$ cat config.mk
export PLATFORM = sky130hd
export DESIGN_NAME = router_fsm
export DESIGN_NICKNAME = d
export VERILOG_FILES = /design/src/rtl/router_fsm.sv
export SDC_FILE = /design/constraint.sdc
export NUM_CORES = 1
export LEC_CHECK = 0
export ABC_CLOCK_PERIOD_IN_PS = 6400
export BUFFER_PORTS_ARGS = -buffer_cell sky130_fd_sc_hd__buf_2
export CORE_UTILIZATION = 25
export CTS_BUF_LIST = sky130_fd_sc_hd__clkbuf_16
export DETAILED_ROUTE_END_ITERATION = 8
export HOLD_SLACK_MARGIN = 0.03
export PLACE_DENSITY = 0.43
export SLEW_MARGIN = 20
export SYNTH_ARGS = -nofsm -noshare
export SYNTH_HDL_FRONTEND = slang
export SYNTH_SLANG_ARGS = --single-unit
$ cat constraint.sdc
create_clock -name clk -period 6.4 [get_ports clk]
set_input_delay 0.32 -clock clk [delete_from_list [all_inputs] [get_ports clk]]
set_output_delay 0.32 -clock clk [all_outputs]
set_load 0.03 [all_outputs]
$ cat src/rtl/router_fsm.sv
// router_fsm: control FSM for a single-port packet router.
// A config handshake takes the router online and stores a 12-bit node
// address. Each received packet is checked with a popcount checksum spread
// over four cycles (one byte per cycle). A good packet is acknowledged,
// routed through an address mask and transmitted. Delivery then waits for a
// downstream confirmation, with one retry window before the packet is
// declared failed.
// Ports:
//   clk, reset                 clock, synchronous active-high reset
//   config_in, receive, ack_in control inputs
//   header_in, address_in      expected popcount, destination address
//   data_in                    packet payload or config word
//   ready, bad_packet, ack_out, lookup, transmit  Moore state flags
//   address_out                last routed (masked) address
//   packets_ok, packets_fail   wrapping delivery counters
//   state                      current state encoding
module router_fsm #(
  parameter int          CNT_W          = 16,
  parameter logic [11:0] LOOKUP_MASK    = 12'h3FC,
  parameter int          CONFIRM_CYCLES = 4,
  parameter int          RETRY_CYCLES   = 4
) (
  input  logic             clk,
  input  logic             reset,
  input  logic             config_in,
  input  logic             receive,
  input  logic             ack_in,
  input  logic [5:0]       header_in,
  input  logic [11:0]      address_in,
  input  logic [31:0]      data_in,
  output logic             ready,
  output logic             bad_packet,
  output logic             ack_out,
  output logic             lookup,
  output logic             transmit,
  output logic [11:0]      address_out,
  output logic [CNT_W-1:0] packets_ok,
  output logic [CNT_W-1:0] packets_fail,
  output logic [3:0]       state
);

  typedef enum logic [3:0] {
    S_OFFLINE  = 4'd0,
    S_CONFIG   = 4'd1,
    S_READY    = 4'd2,
    S_CHECKSUM = 4'd3,
    S_ACK      = 4'd4,
    S_LOOKUP   = 4'd5,
    S_TRANSMIT = 4'd6,
    S_CONFIRM  = 4'd7,
    S_RETRY    = 4'd8,
    S_ERROR    = 4'd9
  } state_t;

  state_t      st;
  logic [11:0] node_addr;
  logic [5:0]  hdr_q;
  logic [11:0] addr_q;
  logic [31:0] data_q;
  logic [5:0]  computed_header;
  logic [1:0]  byte_idx;
  logic [11:0] address_store;
  logic [7:0]  timer;
  logic [3:0]  byte_pop;
  logic [5:0]  csum;

  // Popcount of the byte currently being folded into the checksum.
  always_comb begin
    byte_pop = '0;
    for (int i = 0; i < 8; i++)
      byte_pop = byte_pop + {3'b000, data_q[{byte_idx, 3'b000} + 5'(i)]};
  end

  assign csum = computed_header + {2'b00, byte_pop};

  always_ff @(posedge clk) begin
    if (reset) begin
      st              <= S_OFFLINE;
      node_addr       <= '0;
      hdr_q           <= '0;
      addr_q          <= '0;
      data_q          <= '0;
      computed_header <= '0;
      byte_idx        <= '0;
      address_store   <= '0;
      address_out     <= '0;
      timer           <= '0;
      packets_ok      <= '0;
      packets_fail    <= '0;
    end else begin
      case (st)
        S_OFFLINE: if (config_in) st <= S_CONFIG;
        S_CONFIG: begin
          if (receive) begin
            // A zero address declines configuration.
            if (data_in[11:0] == 12'h000) st <= S_OFFLINE;
            else begin
              node_addr <= data_in[11:0];
              st        <= S_READY;
            end
          end
        end
        S_READY: begin
          if (config_in) st <= S_CONFIG;
          else if (receive) begin
            hdr_q           <= header_in;
            addr_q          <= address_in;
            data_q          <= data_in;
            computed_header <= '0;
            byte_idx        <= '0;
            st              <= S_CHECKSUM;
          end
        end
        S_CHECKSUM: begin
          computed_header <= csum;
          byte_idx        <= byte_idx + 2'd1;
          // Compare against the sum that includes the final byte.
          if (byte_idx == 2'd3) st <= (csum == hdr_q) ? S_ACK : S_ERROR;
        end
        S_ACK: begin
          address_store <= addr_q & LOOKUP_MASK;
          st            <= S_LOOKUP;
        end
        S_LOOKUP: begin
          // Publish the routed address so it is visible during TRANSMIT.
          address_out <= address_store;
          timer       <= '0;
          st          <= S_TRANSMIT;
        end
        S_TRANSMIT: begin
          timer <= '0;
          st    <= S_CONFIRM;
        end
        S_CONFIRM: begin
          if (ack_in) begin
            packets_ok <= packets_ok + 1'b1;
            st         <= S_READY;
          end else if (timer == 8'(CONFIRM_CYCLES - 1)) begin
            timer <= '0;
            st    <= S_RETRY;
          end else timer <= timer + 8'd1;
        end
        S_RETRY: begin
          if (ack_in) begin
            packets_ok <= packets_ok + 1'b1;
            st         <= S_READY;
          end else if (timer == 8'(RETRY_CYCLES - 1)) begin
            timer <= '0;
            st    <= S_ERROR;
          end else timer <= timer + 8'd1;
        end
        S_ERROR: begin
          packets_fail <= packets_fail + 1'b1;
          st           <= S_READY;
        end
        default: st <= S_OFFLINE;
      endcase
    end
  end

  assign state      = st;
  assign ready      = (st == S_READY);
  assign bad_packet = (st == S_ERROR);
  assign ack_out    = (st == S_ACK);
  assign lookup     = (st == S_LOOKUP);
  assign transmit   = (st == S_TRANSMIT) || (st == S_RETRY);

endmodule

==> results.toml <==
[power_and_ir_drop]
power_density_nw_per_um2 = 278.1
swShare_pct = 24.14
vdd_drop_max_uv = 161.5
combPwrFrac_pct = 7.7
seqPwrFrac_pct = 41.4
power_switching_mw = 0.4366
p_int_mw = 1.372
leakage_nw = 2.478
p_clk_share_pct = 51.0

[sta]
tns_ps = 0
skew_ps = 5.988
fin_crit_ps = 4990
timing.fmax_mhz = 200.4
max_slew_margin_pct = 43.25
drv_slew = 0
setup_violations = 0
rsz0062_at_grt = "no"
hold_viol = 0
fin_crit_sh_pct = 77.97
worst_pin_slew_ps = 851.2

[setup_path]
start_kind = "flop"
cp.arrival_ps = 5320
startpoint = "byte_idx[0]$_SDFFE_PP0P_"
max_stage_delay_ps = 570
cp_max_fo = 6
critPathMostFrequentCell = "fa_1"
crit_slowest_cell = "mux4_2"
crit_type = "flop to flop"
worstPathRequired_ps = 6730
crit_chain = "mux4_2 > inv_1 > fa_1 > inv_1 > fa_1 > inv_1 > fa_1 > fa_1 > fa_1 > nand2b_1 > a21oi_1 > xnor2_1 > nand3_1 > or4_1 > a21oi_1"
worstSetupEndpointType = "flop"
r2r_start = "byte_idx[0]$_SDFFE_PP0P_"

[floorplan]
rows = 52
start_util_pct = 25.66
die_y_um = 146.3
die-area_um2 = 21420
dieWidth_um = 146.3
core_um2 = 20300
ioPinCount = 108

[synth]
ys_ff_latch = 114
yosys_warnings = 0
yosysSeqAreaShare_pct = 43.81
synth-edff-count = 0
synth_cell_types = 47
async_flop_share_pct = 0
syn_inst = 631
netlist_area_um2 = 5209
ys.flop_type = "dfxtp_1"
avgSynthCellArea_um2 = 8.255

[grt]
grt_util_all_layers_pct = 12.90
grt_pass1_vias = 4577
grt_max_degree = 109
grt_pass1_wl_mm = 21.97
grt.overflow.total = 0
antenna_found_initial = 2

[route]
wl_mm = 13.17
drtPass1Iterations = 4
vias = 4517
routedWlPerCell_um = 13.17
drt_iter0_drc = 141
vias_per_cell = 4.517
antenna_left = 0
drc = 0

[clocking]
clkSinkCount = 114
clk_pin_slew_ps = 50
cts-htree-levels = 4
cts_buffers = 17
insertion_delay_ps = 410
postCtsSetupBuffers = 0
hold_buffers = 0
cts.path.max_buffers = 2
postCtsResizedCells = 0
cts-root-buf = "clkbuf_16"
tritoncts = "yes"

[outcome]
outcome = "finished, final reports clean"

[finish]
final_nets = 786
n_fill_cell = 2195
drive_above_1_share_pct = 20.03
synthToLayoutAreaGrowth_pct = 24.86
utilization_pct = 32.04

[hold_path]
min_from = "address_in[8]"
worstHoldPathType = "primary input to flop"

[place]
portBuffers = 99
dp_hpwl_mm = 9.230
place_congestion = 0.7833

[job]
maxCapViolCount = 0
[kinds of logic after synthesis]
family | share of synthesized area, %
flops | 43.81
other cells | 0.07199
mux | 4.420
fa+ha+maj | 4.324
buf+inv | 4.468
xor+xnor | 6.894
simple gates | 23.66
compound gates | 12.35
[layout by cell type, fill, tap and decap left out, types with 3 or more instances in the layout]
master	n
nand3_1	17
fa_1	5
nor2_1	57
clkbuf_16	17
buf_2	98
nand2_1	143
clkinv_2	3
and3_1	6
inv_1	17
clkinvlp_4	3
bufinv_16	3
nand4_1	8
conb_1	4
dfxtp_1	114
o21ai_0	18
xor2_1	28
nor3_1	9
a21oi_1	84
ha_1	10
clkinv_1	6
or2_2	3
mux4_2	8
or3_1	8
nand2b_1	6
mux2i_1	5
xnor2_1	13
buf_4	3
a31oi_1	4
[layer usage]
metal | up-vias | global-route usage, % | part of all wire, %
met5 | - | 0 | 0.099
met4 | 2 | 4.115 | 0.80
met2 | 102 | 21.95 | 48
met1 | 2106 | 14.96 | 45
met3 | 11 | 4.719 | 5.8
li1 | 2296 | - | -
[synthesized netlist by cell type, drive strengths merged, types with 4 or more instances]
cell type	count	area (um^2)
nand2	143	536.8
mux4	8	180.2
clkbuf	30	112.6
dfxtp	114	2282
o21ai	18	90.09
and3	6	37.54
nand3	18	90.09
nand2b	6	37.54
a31oi	4	25.02
ha	10	125.1
nand4	8	50.05
xnor2	13	113.9
buf	9	56.30
fa	5	100.1
or3	8	50.05
nor3	9	45.04
nor2	57	214.0
a21oi	84	420.4
inv	15	56.30
mux2i	5	50.05
xor2	28	245.2
[cell type report]
type                       count  area [um^2]  area share [%]
clock inverter                15        150.1           2.309
antenna                        1        2.502         0.03848
clock buffer                  17        425.4           6.541
tap                          270        337.8           5.194
inverter                      17        63.81          0.9811
sequential                   114         2282           35.09
multi-input combinational    464         2718           41.79
timing repair buffer         102        524.3           8.061
[critical path: cells and delay by family (launching register included)]
kind	cells	cell delay, ps
AO/OA/AOI/OAI	2	400
XOR/XNOR	1	160
adder cells (fa/ha/maj)	5	2100
buffers and inverters	3	270
flip-flops	1	560
multiplexers	1	570
AND/OR/NAND/NOR	3	830
[through the flow]
step                      total power [mW]  hold WS [ps]  setup slack (ps)  std cells  cell area (um^2)
after floorplan                     0.8566         432.1              1493        634              5220
after global placement              0.9007         441.3              1449        967              5914
after detailed placement            0.9030         446.9              1382        967              5914
after CTS                            1.839         124.5              1359        999              6490
after global routing                 1.888         124.4              1098        999              6501
final                                1.809         144.9              1410       1000              6504
[registers in the layout (all words and copies together), names as in the netlist]
register,count
computed_header,6
hdr_q,6
state,4
packets_fail,16
byte_idx,2
packets_ok,16
data_q,32
address_store,8
timer,8
addr_q,8
address_out,8
[power by group through the flow]
stage / clock network (mW) / logic [mW] / registers [mW]
floorplan: 0 / 0.104 / 0.752
global placement: 0 / 0.138 / 0.763
detailed placement: 0 / 0.140 / 0.763
CTS: 0.951 / 0.140 / 0.748
global route: 0.981 / 0.156 / 0.751
finish: 0.922 / 0.139 / 0.748
[path summary, 6_finish.rpt]
path	endpoint	slack, ps	cells past startpoint
worst min-delay path	addr_q[8]$_SDFFE_PP0P_	140	3
worst min register to register	address_out[8]$_SDFFE_PP0P_	450	2
worst max register to register	state[2]$_SDFFE_PP0P_	1410	15
worst max-delay path	state[2]$_SDFFE_PP0P_	1410	15
(Power assumes the default switching activity.)
